===== config.mk =====
export PLATFORM = sky130hd
export DESIGN_NAME = rst_sync_seq
export DESIGN_NICKNAME = d
export VERILOG_FILES = /design/src/rtl/rst_sync_seq.sv
export SDC_FILE = /design/constraint.sdc
export NUM_CORES = 1
export LEC_CHECK = 0
export ABC_AREA = 1
export ABC_CLOCK_PERIOD_IN_PS = 2000
export CELL_PAD_IN_SITES_DETAIL_PLACEMENT = 1
export CELL_PAD_IN_SITES_GLOBAL_PLACEMENT = 2
export CORE_ASPECT_RATIO = 0.5
export CORE_MARGIN = 5
export CORE_UTILIZATION = 31
export DETAILED_ROUTE_END_ITERATION = 8
export PLACE_DENSITY = 0.8
export SKIP_LAST_GASP = 1
export SYNTH_ARGS = -nofsm -noshare
export SYNTH_HDL_FRONTEND = slang
export SYNTH_SLANG_ARGS = --single-unit

===== constraint.sdc =====
create_clock -name CLK -period 2 [get_ports CLK]
set_clock_uncertainty 0.2 [all_clocks]
set_input_delay 0.6 -clock CLK [delete_from_list [all_inputs] [get_ports CLK]]
set_output_delay 0.6 -clock CLK [all_outputs]
set_load 0.02 [all_outputs]

===== src/rtl/rst_sync_seq.sv =====
// Reset synchroniser and sequencer: synchronises an external reset request,
// qualifies it with a hold time, then releases NUM_CH resets in order.
//
// Ports:
//   CLK        block clock, rising edge
//   RST        synchronous active-high block reset
//   RST_REQ_N  asynchronous active-low external reset request
//   SW_RST     synchronous active-high software reset request (level)
//   SYNC_RST   active-low per-channel resets, bit 0 released first
//   RST_DONE   high once every channel is released
//   RST_STATE  FSM state for debug (0 ASSERT, 1 STABLE, 2 RELEASE, 3 DONE)
module rst_sync_seq #(
    parameter int NUM_STAGES  = 2,
    parameter int NUM_CH      = 4,
    parameter int HOLD_CYCLES = 16,
    parameter int GAP_CYCLES  = 8,
    parameter int CNT_W       = 8
) (
    input  logic              CLK,
    input  logic              RST,
    input  logic              RST_REQ_N,
    input  logic              SW_RST,
    output logic [NUM_CH-1:0] SYNC_RST,
    output logic              RST_DONE,
    output logic [1:0]        RST_STATE
);

    localparam int IDX_W = $clog2(NUM_CH) + 1;

    localparam logic [CNT_W-1:0] HOLD_LAST = CNT_W'(HOLD_CYCLES - 1);
    localparam logic [CNT_W-1:0] GAP_LAST  = CNT_W'(GAP_CYCLES - 1);
    localparam logic [IDX_W-1:0] IDX_LAST  = IDX_W'(NUM_CH - 1);

    typedef enum logic [1:0] {
        ST_ASSERT  = 2'd0,
        ST_STABLE  = 2'd1,
        ST_RELEASE = 2'd2,
        ST_DONE    = 2'd3
    } state_t;

    state_t                state;
    logic [NUM_STAGES-1:0] sync_q;
    logic [CNT_W-1:0]      cnt;
    logic [IDX_W-1:0]      idx;
    logic                  req_sync;
    logic                  assert_req;

    assign req_sync   = sync_q[NUM_STAGES-1];
    assign assert_req = ~req_sync | SW_RST;
    assign RST_STATE  = state;

    always_ff @(posedge CLK) begin
        if (RST) begin
            sync_q   <= '0;
            state    <= ST_ASSERT;
            cnt      <= '0;
            idx      <= '0;
            SYNC_RST <= '0;
            RST_DONE <= 1'b0;
        end else begin
            sync_q <= {sync_q[NUM_STAGES-2:0], RST_REQ_N};

            // Assertion is never sequenced: every channel drops together.
            if (assert_req) begin
                state    <= ST_ASSERT;
                cnt      <= '0;
                idx      <= '0;
                SYNC_RST <= '0;
                RST_DONE <= 1'b0;
            end else begin
                case (state)
                    ST_ASSERT: begin
                        state <= ST_STABLE;
                        cnt   <= '0;
                    end
                    ST_STABLE: begin
                        if (cnt == HOLD_LAST) begin
                            SYNC_RST <= NUM_CH'(1);
                            cnt      <= '0;
                            idx      <= IDX_W'(1);
                            if (NUM_CH == 1) begin
                                state    <= ST_DONE;
                                RST_DONE <= 1'b1;
                            end else begin
                                state <= ST_RELEASE;
                            end
                        end else begin
                            cnt <= cnt + CNT_W'(1);
                        end
                    end
                    ST_RELEASE: begin
                        if (cnt == GAP_LAST) begin
                            // Shifting a one in keeps the output thermometer-coded.
                            SYNC_RST <= (SYNC_RST << 1) | NUM_CH'(1);
                            cnt      <= '0;
                            if (idx == IDX_LAST) begin
                                state    <= ST_DONE;
                                RST_DONE <= 1'b1;
                            end else begin
                                idx <= idx + IDX_W'(1);
                            end
                        end else begin
                            cnt <= cnt + CNT_W'(1);
                        end
                    end
                    ST_DONE: begin
                        state <= ST_DONE;
                    end
                    default: begin
                        state <= ST_ASSERT;
                    end
                endcase
            end
        end
    end

endmodule


==> impl_metrics.tcl, run 1 <==
set metrics [dict create \
    stdcell_area_um2 1308 \
    ant_nets 0 \
    r2r_setup_slack_ns 0.19 \
    num_rows 15 \
    synth_ff_type "dfxtp_1" \
    drive_gt1_share_pct 10.71 \
    endpoint "RST_STATE[0]" \
    drt-pass1-iter-count 3 \
    drt_iter0_drc 20 \
    synth_edf_count 0 \
    hold_viol_final 0 \
    p_leak_nw 0.5315 \
    slew_headroom_pct 71.81 \
    critPathMaxStageDelay_ns 0.41 \
    avgViaCountPerCell 4.452 \
    crit_start "RST_STATE[0]$_SDFFE_PP0P_" \
    grt_max_degree 12 \
    setup_viol 0 \
    place_hpwl_um 1874 \
    clk_latency_ns 0.26 \
    synth.yosys.warnings 0 \
    timing.rr.end "cnt[4]$_SDFFE_PP0P_" \
    whs_ns 0.2057 \
    netlist_top_cells_area "dfxtp_1, nand2_1, ha_1" \
    critPathArrivalTime_ns 1.03 \
    io_pins 11 \
    grt_pass1_vias 955 \
    cts_max_level 1 \
    setup-tns-final_ns 0 \
    fp.dieW_um 93.76 \
    power_uw 740.8 \
    fin_crit_sh_pct 91.59 \
    design.core.area_um2 3397 \
    slowest_stage "dfxtp_1" \
    synth_common_cells "nand2_1, nor2_1, dfxtp_1, inv_1, a21oi_1" \
    cts_tree "yes" \
    ys_async_sr_fraction_pct 0 \
    wl_per_cell_um 11.46 \
    num_vias 975 \
    fin_ws_ns 0.1683 \
    grt_overflow 0 \
    min_path_type "flop to flop" \
    path_delay_family "flip-flops" \
    yosysSeqAreaShare_pct 36.82 \
    outcome "finished clean" \
    die_h_um 51.88 \
    cp_max_fo 5 \
    r2r_start "cnt[0]$_SDFFE_PP0P_" \
    post_cts_buffers 0 \
    synth_fp_nets 166 \
    power_density_nw_per_um2 566.6 \
    slew_violations 0 \
    crit_required_ns 1.20 \
    synth_top_area_cell "dfxtp_1" \
    yosys.cell_types.count 25 \
    antenna_found_initial 0 \
    critPathKind "flop to output pin" \
    drv_cap 0 \
    drc 0 \
    cts.path.max_buffers 2 \
    critPathLaunchType "flop" \
    cts.sinks 20 \
    rr_worst_depth 6 \
    finalNonFillerCells 219 \
    n_antenna_cell 0 \
    wl_um 2509 \
    critical_path.cell_chain "dlygate4sd2_1" \
    syn_avg_cell_area_um2 7.060 \
    start_util_pct 32.01 \
    period_needed_ns 1.832 \
    clkSlewWorstSetupHoldPaths_ns 0.08 \
    fmax_mhz 545.9 \
    synth.most_common_cell "nand2_1" \
    port_buffers 10 \
    dp_cells 215 \
    gp_congestion 0.7420 \
    die_area_um2 4864 \
    path_buf_inv 1 \
    worst-path-stages 1 \
    grt.total_usage_pct 11.70 \
    fin_nets 181 \
    end_kind "output pin" \
    synthCells 154 \
    cts_made_buffers 3 \
    ys_ff_latch 20 \
    syn2layout_area_growth_pct 20.25 \
    grt_pass1_wl_um 4381 \
    dp_slack_ns -0.09492 \
    cts-root-buf "clkbuf_8" \
    tightest_slew_ns 0.4228 \
    placed_area_um2 1261 \
    synth_top_area_share_pct 36.82 \
    ir_worst_vdd_mv 0.2159 \
    rsz0062_at_grt "no" \
    fin_util_pct 38.49 \
    syn_area_um2 1087 \
]
-- tightest hold or removal path: stages (launching register included) --
cell	delay (ns)
dfxtp_1	0.30
inv_1	0.04
nor2_1	0.03
-- cell families (layout without fill, tap and decap cells) --
| group | after synthesis | after routing | synth area share, % |
|---|---|---|---|
| and+or+nand+nor | 78 | 78 | 32.34 |
| buffers and inverters | 25 | 39 | 8.746 |
| AOI/OAI and AO/OA | 23 | 23 | 12.89 |
| DFF | 20 | 20 | 36.82 |
| adders and majority gates | 8 | 8 | 9.206 |
-- metal layers --
metal	global-route usage (%)	vias up	share of wire, %
met5	0	-	0
met4	4.317	0	1.0
met3	3.468	4	2.5
met2	18.10	11	40
met1	15.47	439	56
li1	-	521	-
-- flip-flops by register name (all words and copies together) (netlist names) --
name	cells
cnt	8
SYNC_RST	4
idx	3
RST_STATE	2
sync_q	2
RST_DONE	1
-- placed cells by master (no fill, tap or decap) --
cell             synthesis  routed
nand2_1                 31      31
nor2_1                  24      24
dfxtp_1                 20      20
inv_1                   19      19
a21oi_1                 14      14
nand3_1                 10      10
ha_1                     8       8
dlygate4sd2_1            0       7
nand4_1                  4       4
clkbuf_8                 0       4
nand3_2                  3       3
o21ai_0                  3       3
clkdlybuf4s50_1          0       3
buf_4                    0       3
inv_2                    2       2
nor3_1                   2       2
o21ai_2                  1       1
o21bai_4                 1       1
nor3_2                   1       1
nand2_2                  1       1
o21ai_1                  1       1
nor2_2                   1       1
a31oi_1                  1       1
clkinv_1                 1       1
nand3b_1                 1       1
a21o_1                   1       1
a21oi_2                  1       1
-- final cells by class --
| type | instances | area (um2) |
|---|---|---|
| clock buffers | 4 | 55.05 |
| multi-input cells | 109 | 591.8 |
| fillers | 441 | 2090 |
| well taps | 51 | 63.81 |
| inverters | 22 | 82.58 |
| flip-flops and latches | 20 | 400.4 |
| repair buffers | 13 | 113.9 |
-- worst min path at each step --
stage / cells past startpoint / from / to / slack, ns
global placement: 2 / sync_q[0]$_SDFF_PP0_ / sync_q[1]$_SDFF_PP0_ / 0.19
finish: 2 / sync_q[0]$_SDFF_PP0_ / sync_q[1]$_SDFF_PP0_ / 0.21
CTS: 2 / sync_q[0]$_SDFF_PP0_ / sync_q[1]$_SDFF_PP0_ / 0.21
global route: 2 / sync_q[0]$_SDFF_PP0_ / sync_q[1]$_SDFF_PP0_ / 0.22
detailed placement: 2 / sync_q[0]$_SDFF_PP0_ / sync_q[1]$_SDFF_PP0_ / 0.20
floorplan: 2 / sync_q[0]$_SDFF_PP0_ / sync_q[1]$_SDFF_PP0_ / 0.19
-- report_power, final --
group          switching, mW  total [mW]  internal (mW)
combinational         0.0129      0.0237         0.0108
sequential          0.000954       0.401          0.400
clock                  0.141       0.316          0.175
total                  0.155       0.741          0.586
-- repair_timing --
item                       4_1_cts  5_1_grt
hold buffers                     0        0
setup endpoints to repair        7        0
resized for setup                7        0
Power figures use the tool's default switching activity.
==> inputs of run 2 (changes only) <==
--- a/config.mk
+++ b/config.mk
@@ -15,6 +15,7 @@
 export DETAILED_ROUTE_END_ITERATION = 8
 export PLACE_DENSITY = 0.8
 export SKIP_LAST_GASP = 1
+export SLEW_MARGIN = 20
 export SYNTH_ARGS = -nofsm -noshare
 export SYNTH_HDL_FRONTEND = slang
 export SYNTH_SLANG_ARGS = --single-unit
==> constraint.sdc (replaced) <==
create_clock -name CLK -period 2 [get_ports CLK]
set_clock_uncertainty 0.2 [all_clocks]
set_input_delay 0.6 -clock CLK [delete_from_list [all_inputs] [get_ports CLK]]
set_output_delay 0.6 -clock CLK [all_outputs]
set_load 0.005 [all_outputs]
==> run 2 against run 1 <==
Net effect: setup slack worse by 0.11 ns; combinational power about the same; via count up 1.9%; clock power about the same; utilization up 0.33 points; largest power group unchanged; sequential power about the same; highest routed layer unchanged; register-to-register slack about the same; clock-buffer cell count unchanged; die area unchanged; total power down 0.37%; sequential share of layout area down 0.072 points.
==> impl_metrics.tcl, run 2 (same netlist as run 1, synthesis figures left out) <==
set metrics [dict create \
    period_needed_ns 1.939 \
    holdPathStages 2 \
    antenna_found_initial 0 \
    cts_max_level 1 \
    drt_iter0_drc 29 \
    rr_worst_depth 6 \
    design.core.area_um2 3397 \
    slowest_stage "clkdlybuf4s50_1" \
    cts_tree "yes" \
    ant_nets 0 \
    tightest_slew_ns 0.4731 \
    critPathLaunchType "flop" \
    reg_top3 "cnt x8, SYNC_RST x4, idx x3" \
    drt-pass1-iter-count 4 \
    drv_cap 0 \
    wl_um 2572 \
    fin_crit_sh_pct 96.95 \
    grt_pass1_wl_um 4657 \
    dp_cells 215 \
    num_vias 994 \
    cts.sinks 20 \
    avgViaCountPerCell 4.539 \
    power_density_nw_per_um2 559.6 \
    whs_ns 0.2056 \
    setup_viol 0 \
    grt_overflow 0 \
    n_antenna_cell 0 \
    critPathArrivalTime_ns 1.14 \
    clk_latency_ns 0.26 \
    crit_required_ns 1.20 \
    largest_reg_flops 8 \
    holdPathEnd "sync_q[1]$_SDFF_PP0_" \
    stdcell_area_um2 1319 \
    fin_nets 181 \
    r2r_setup_slack_ns 0.19 \
    rsz0062_at_grt "no" \
    cts_made_buffers 3 \
    hold_viol_final 0 \
    ir_worst_vdd_mv 0.1835 \
    syn2layout_area_growth_pct 21.29 \
    gp_congestion 0.7442 \
    path_delay_family "buffers and inverters" \
    power_uw 738.0 \
    end_kind "output pin" \
    path_buf_inv 1 \
    drc 0 \
    grt_pass1_vias 1007 \
    clkSlewWorstSetupHoldPaths_ns 0.08 \
    start_util_pct 32.01 \
    critical_path.cell_chain "clkdlybuf4s50_1" \
    num_rows 15 \
    p_leak_nw 0.4986 \
    outcome "finished clean" \
    finalNonFillerCells 219 \
    grt.total_usage_pct 12.00 \
    fmax_mhz 515.7 \
    critPathKind "flop to output pin" \
    placed_area_um2 1261 \
    timing.rr.end "cnt[4]$_SDFFE_PP0P_" \
    grt_max_degree 12 \
    regMostFlops "cnt" \
    port_buffers 10 \
    place_hpwl_um 1948 \
    min_path_type "flop to flop" \
    die_area_um2 4864 \
    io_pins 11 \
    r2r_start "cnt[1]$_SDFFE_PP0P_" \
    fp.dieW_um 93.76 \
    mostFrequentLayoutCells "nand2_1, nor2_1, inv_1" \
    wl_per_cell_um 11.74 \
    layout_commonest_cell "nand2_1" \
    die_h_um 51.88 \
    slew_violations 0 \
    cp_max_fo 5 \
    hp-start "sync_q[0]$_SDFF_PP0_" \
    cts-root-buf "clkbuf_8" \
    cts.path.max_buffers 2 \
    drive_gt1_share_pct 11.90 \
    critPathMaxStageDelay_ns 0.51 \
    slew_headroom_pct 68.34 \
]
==> run 2: cell types whose count changed in the layout (fill, tap and decap cells not counted) <==
cell / previous run / this run
clkdlybuf4s50_1: 3 / 10
dfxtp_1: 20 / 18
dfxtp_2: 0 / 2
dlygate4sd2_1: 7 / 0
==> run 2: timing repair <==
item | 4_1_cts | 5_1_grt
hold buffers | 0 | 0
endpoints found under the setup margin | 1 | 1
buffers inserted | 0 | 0
gates resized for setup | 1 | 1
==> run 2: area by class of cell <==
type / count / area, um2
multi-input cells: 109 / 591.8
flip-flops and latches: 20 / 402.9
well taps: 51 / 63.81
inverters: 22 / 82.58
repair buffers: 13 / 122.6
clock buffers: 4 / 55.05
fillers: 422 / 2078
==> run 2: tightest hold or removal path, stage by stage (launching register included) <==
cell	delay, ns
dfxtp_1	0.30
inv_1	0.04
nor2_1	0.03
==> run 2: per-layer routing <==
layer  vias up  part of all wire, %  global-route usage (%)
li1        519                    -                       -
met1       457                   52                   16.46
met2        16                   44                   19.27
met3         2                  3.4                   3.468
met4         0                 0.47                   1.439
met5         -                    0                       0
==> run 2: how the worst max path moves through the flow <==
| stage | startpoint | end | slack [ns] | depth (start not counted) |
|---|---|---|---|---|
| floorplan | SW_RST | cnt[4]$_SDFFE_PP0P_ | 0.42 | 4 |
| global placement | RST | cnt[4]$_SDFFE_PP0P_ | -0.03 | 5 |
| detailed placement | RST | cnt[4]$_SDFFE_PP0P_ | -0.09 | 5 |
| CTS | RST_STATE[1]$_SDFFE_PP0P_ | RST_STATE[1] | 0.002 | 1 |
| global route | RST_STATE[0]$_SDFFE_PP0P_ | RST_STATE[0] | 0.001 | 1 |
| finish | RST_STATE[0]$_SDFFE_PP0P_ | RST_STATE[0] | 0.06 | 1 |
==> run 2: power by group <==
part	switching [mW]	internal [mW]
logic	0.0128	0.0111
clock network	0.138	0.175
registers	0.000943	0.400
total	0.152	0.586
==> run 2: metrics by stage <==
stage,setup WS (ns),utilization (%),setup TNS (ns)
after floorplan,0.4202,-,0
after global placement,-0.03141,37.13,-0.05843
after detailed placement,-0.09324,37.13,-0.3321
after CTS,0.001519,38.78,0
after global routing,0.001308,38.82,0
final,0.06101,38.82,0
